--- src/rtl/ofmap_accumulator.sv ---
// Accumulates one MAC column's partial sums over several weight passes and drains them on a valid/ready stream.
// Optional build macro OFMAP_RELU_EN clamps negative sums to zero on the drain path only.
module ofmap_accumulator #(
  parameter int OFMAP_WIDTH    = 32,
  parameter int DEPTH          = 16,
  parameter int PASS_CNT_WIDTH = 4
) (
  input  logic                          clk,
  input  logic                          rst_n,
  input  logic                          start,
  input  logic [PASS_CNT_WIDTH-1:0]     num_passes,
  input  logic                          psum_valid,
  input  logic signed [OFMAP_WIDTH-1:0] psum_data,
  output logic                          psum_ready,
  output logic                          ofmap_valid,
  input  logic                          ofmap_ready,
  output logic signed [OFMAP_WIDTH-1:0] ofmap_data,
  output logic                          busy,
  output logic                          done
);

  localparam int AW = $clog2(DEPTH);

  typedef enum logic [1:0] {IDLE, ACCUM, DRAIN} state_t;

  state_t                        state;
  state_t                        state_nxt;
  logic [AW-1:0]                 addr;
  logic [PASS_CNT_WIDTH-1:0]     pass_cnt;
  logic [PASS_CNT_WIDTH-1:0]     passes;
  logic signed [OFMAP_WIDTH-1:0] acc_mem [DEPTH];

  logic psum_fire;
  logic drain_fire;
  logic last_addr;
  logic last_pass;

  function automatic logic signed [OFMAP_WIDTH-1:0] drain_fn(
    input logic signed [OFMAP_WIDTH-1:0] x
  );
`ifdef OFMAP_RELU_EN
    return x[OFMAP_WIDTH-1] ? '0 : x;
`else
    return x;
`endif
  endfunction

  assign psum_fire  = (state == ACCUM) && psum_valid;
  assign drain_fire = (state == DRAIN) && ofmap_ready;
  assign last_addr  = (addr == AW'(DEPTH - 1));
  assign last_pass  = (pass_cnt == passes - 1'b1);

  assign psum_ready  = (state == ACCUM);
  assign ofmap_valid = (state == DRAIN);
  assign busy        = (state != IDLE);
  assign done        = drain_fire && last_addr;
  assign ofmap_data  = ofmap_valid ? drain_fn(acc_mem[addr]) : '0;

  always_comb begin
    state_nxt = state;
    case (state)
      IDLE:    if (start) state_nxt = ACCUM;
      ACCUM:   if (psum_fire && last_addr && last_pass) state_nxt = DRAIN;
      DRAIN:   if (drain_fire && last_addr) state_nxt = IDLE;
      default: state_nxt = IDLE;
    endcase
  end

  always_ff @(posedge clk) begin
    if (!rst_n) begin
      state    <= IDLE;
      addr     <= '0;
      pass_cnt <= '0;
      passes   <= PASS_CNT_WIDTH'(1);
      for (int i = 0; i < DEPTH; i++) acc_mem[i] <= '0;
    end else begin
      state <= state_nxt;
      case (state)
        IDLE: begin
          if (start) begin
            passes   <= (num_passes == '0) ? PASS_CNT_WIDTH'(1) : num_passes;
            addr     <= '0;
            pass_cnt <= '0;
          end
        end
        ACCUM: begin
          // Pass 0 overwrites, so stale contents from the previous job never need clearing
          if (psum_fire) begin
            acc_mem[addr] <= (pass_cnt == '0) ? psum_data : acc_mem[addr] + psum_data;
            addr          <= addr + 1'b1;
            if (last_addr) pass_cnt <= last_pass ? '0 : pass_cnt + 1'b1;
          end
        end
        DRAIN: begin
          if (drain_fire) addr <= addr + 1'b1;
        end
        default: ;
      endcase
    end
  end

endmodule
--- config.mk ---
export PLATFORM = sky130hd
export DESIGN_NAME = ofmap_accumulator
export DESIGN_NICKNAME = d
export VERILOG_FILES = /design/src/rtl/ofmap_accumulator.sv
export SDC_FILE = /design/constraint.sdc
export NUM_CORES = 1
export LEC_CHECK = 0
export CORE_MARGIN = 5
export CORE_UTILIZATION = 60
export CTS_BUF_LIST = sky130_fd_sc_hd__clkbuf_16
export CTS_CLUSTER_DIAMETER = 50
export CTS_CLUSTER_SIZE = 40
export DETAILED_ROUTE_END_ITERATION = 8
export GPL_TIMING_DRIVEN = 0
export PLACE_DENSITY = 0.81
export SETUP_SLACK_MARGIN = 0.1
export SLEW_MARGIN = 5
export SYNTH_ARGS = -nofsm -noshare
export SYNTH_HDL_FRONTEND = slang
export SYNTH_SLANG_ARGS = --single-unit
export TNS_END_PERCENT = 100
--- constraint.sdc ---
create_clock -name clk -period 7.1 [get_ports clk]
set_input_delay 0.71 -clock clk [delete_from_list [all_inputs] [get_ports clk]]
set_output_delay 0.71 -clock clk [all_outputs]
set_load 0.05 [all_outputs]
==> qor.yml, run 1 <==
core_area_um2: 40900
tightest_slew_ns: 1.30
synth_top_cell_by_area: "edfxtp_1"
power_switching_share_pct: 34.8
final.fill_count: 2749
unrepaired_setup_endpoints_after_global_routing: "false"
syn_to_final_growth_pct: 13.5
hold-path-cell-count: 2
hold_class: "reg -> reg"
ys_dominant_reg_cell: "edfxtp_1"
io_buffer_count: 76
antenna_violations_before_repair: 1
initialDrtViolationCount: 2421
max_freq_ghz: 0.146
min_period_ns: 6.83
final.period_utilization_pct: 96.2
power_frac_seq_pct: 39.2
totalWireLength_um: 71100
timing_hold_violations_final: 0
fin_worst_skew_ns: 0.0294
cts.sinks: 530
die-area_um2: 45600
dpl.cell_count: 2433
net_sw_power_mw: 3.21
setup.worst_path.start_class: "flip-flop"
leading_cell_type_by_number_of_instances_after_synthesis: "nor2_1"
critPathRequiredTime_ns: 7.42
worst-r2r-cell-count: 16
drt_pass1_iterations: 6
ranking_of_synthesized_cells_by_instance_count: "nor2_1, edfxtp_1, mux4_2, clkbuf_1, nand2_1"
num_io_pins: 77
detailedPlacementHpwl_um: 48400
power.static_leakage_nw: 9.81
cts_setup_buffers: 0
power.combinational.fraction_pct: 32.5
nNetsFinal: 2030
synth.avg_cell_area_um2: 13.8
clock_power_share_pct: 28.3
layout.cells.non_filler: 2514
first_global_vias: 17300
route.detailed.drc: 0
power.internal_mw: 5.99
crit_arrival_ns: 7.15
timing_max_transition_violations_final: 0
yosysWarningCount: 0
ir_worst_vdd_uv: 288
start_util_pct: 60.8
drtAntennaViolNets: 0
track_usage_pct: 31.7
globalplace.congestion: 0.947
timing.critical_path.fanout_max: 10
run_status: "completed"
clk_latency_worst_skew_pair_ns: 0.60
hold-path-endpoint: "passes[1]"
synth_top_area_share_pct: 61.8
hp-start: "passes[1]"
syn-num-nets: 1892
rows: 74
htreeDepth: 2
critPathCaptureType: "flip-flop"
num_vias: 16900
max-clock-path-buffers: 3
worst-r2r-setup-slack_ns: 0.27
dpl_cell_area_um2: 26700
fin_area_um2: 28200
worst_hold_slack_ns: 0.489
fin_util_pct: 69.0
ctsRootBufferMaster: "clkbuf_16"
cts_inserted_buffers: 44
seq_area_frac_synth_pct: 63.3
dieWidth_um: 214
routedWlPerCell_um: 28.3
grt-ovfl-total: 0
largest_net_degree_at_the_start_of_global_routing: 27
syn-cell-area_um2: 24900
die_h_um: 214
drt-vias-per-instance: 6.72
first_pass_grt_wire_length_um: 106000
worst_slew_margin_rel_pct: 13.6
synth_cell_types: 64
setup_tns_ns: 0
synth_top_cells_by_area: "edfxtp_1, mux4_2, nor2_1"
power_per_unit_of_standard_cell_area_nw_per_um2: 326
clk_pin_slew_ns: 0.07
netlist_instances: 1809
synth_enable_flop_cells: 512
max-cap-violations: 0
r2r-end: "acc_mem[7][23]"
synth-seq-cells: 530
synth_async_sr_flop_share_pct: 0
finalSetupViolCount: 0
timing_worst_setup_path_type: "reg -> reg"
drive_gt1_share_pct: 15.0
tritoncts: "yes"
==> critical path: stages (launching register included) <==
cell and delay [ns]:
dfxtp_1 0.37, clkbuf_1 0.44, buf_1 0.63, clkbuf_1 0.73, mux4_2 0.41, mux4_2 0.49, ha_1 0.29, clkbuf_1 0.24
a21oi_1 0.35, nor2b_1 0.10, o21a_1 0.22, a2111oi_1 0.88, and2_1 0.33, xnor2_1 0.08, mux2i_1 0.57, buf_2 0.35
nor2_1 0.07
==> power groups by stage <==
stage	combinational [mW]	clock, mW	sequential [mW]
after floorplan	2.04	0	3.66
after global placement	2.82	0	3.67
after detailed placement	2.92	0	3.67
after CTS	2.94	2.60	3.61
after global routing	3.16	2.73	3.62
final	2.99	2.60	3.61
==> cells in the final DEF (no fill, tap or decap), types with 7 or more instances in the layout <==
cell type and n:
nor2_1 533, edfxtp_1 512, mux4_2 160, clkbuf_1 110, clkdlybuf4s50_1 76, nand2_1 73
a21oi_1 47, clkbuf_16 45, ha_1 41, and2_1 37, xnor2_1 23, o21ai_0 20
inv_1 18, dfxtp_1 18, nand3_1 17, mux2i_1 17, nand2_2 16, buf_1 14
nor3_1 14, inv_8 12, a21o_1 11, buf_12 11, nor2_2 9, and3_1 8
o21a_1 8, a21boi_0 7
==> worst max path at each step <==
| stage | to | slack (ns) | cells past startpoint | startpoint |
|---|---|---|---|---|
| 2_1_floorplan | acc_mem[4][26] | 2.01 | 16 | flip-flop |
| 3_3_place_gp | acc_mem[4][23] | 0.29 | 16 | flip-flop |
| 3_5_place_dp | acc_mem[5][23] | 0.14 | 16 | flip-flop |
| 4_1_cts | acc_mem[7][23] | 0.27 | 16 | flip-flop |
| 5_1_grt | acc_mem[10][23] | 0.11 | 16 | flip-flop |
| 6_report | acc_mem[7][23] | 0.27 | 16 | flip-flop |
==> sequential cells by signal, indices dropped and copies added (netlist names), named ones only <==
| name | cells |
|---|---|
| state | 2 |
| addr | 4 |
| passes | 4 |
| pass_cnt | 4 |
| acc_mem | 512 |
==> through the flow <==
stage	setup WS, ns	power [mW]
finish	0.271	9.20
global route	0.115	9.50
CTS	0.271	9.15
detailed placement	0.136	6.60
global placement	0.291	6.49
floorplan	2.01	5.70
==> kinds of logic (layout without fill, tap and decap cells) <==
kind of cell / after synthesis / count (layout) / share of synthesized area, %
other cells: 0 / 1 / 0
fa+ha+maj: 42 / 42 / 2.14
buf+inv: 152 / 324 / 2.38
simple gates: 738 / 738 / 12.2
xor+xnor: 28 / 28 / 0.986
flops: 530 / 530 / 63.3
mux: 177 / 177 / 15.2
compound gates: 142 / 142 / 3.84
==> area by class of cell <==
cell class	count	area [um2]	area share (%)
antenna	1	2.50	0.00886
buffer	135	532	1.88
clock buffer	45	1130	3.99
clock inverter	35	404	1.43
inverter	17	65.1	0.230
multi-input combinational	1127	8590	30.4
sequential	530	15700	55.7
tap	532	666	2.36
timing repair buffer	92	1120	3.96
==> layer usage <==
layer	GRT usage, %	vias to the layer above	share of wire (%)
li1	-	6958	-
met3	7.32	279	13
met4	15.5	0	5.7
met1	42.1	8286	34
met5	0	-	0
met2	50.3	1365	47
==> what timing repair did <==
| action | 4_1_cts | 5_1_grt |
|---|---|---|
| gates resized for setup | 1 | 5 |
| setup endpoints to repair | 10 | 10 |
| pin swaps | 0 | 0 |
| hold buffers | 0 | 0 |
(Power assumes the default switching activity.)
==> run 2, diff against run 1 <==
--- a/config.mk
+++ b/config.mk
@@ -14,6 +14,7 @@
 export GPL_TIMING_DRIVEN = 0
 export PLACE_DENSITY = 0.81
 export SETUP_SLACK_MARGIN = 0.1
+export SKIP_LAST_GASP = 1
 export SLEW_MARGIN = 5
 export SYNTH_ARGS = -nofsm -noshare
 export SYNTH_HDL_FRONTEND = slang
==> results of run 2 <==
No change in the layout: final DEF, timing and power equal those of run 1.
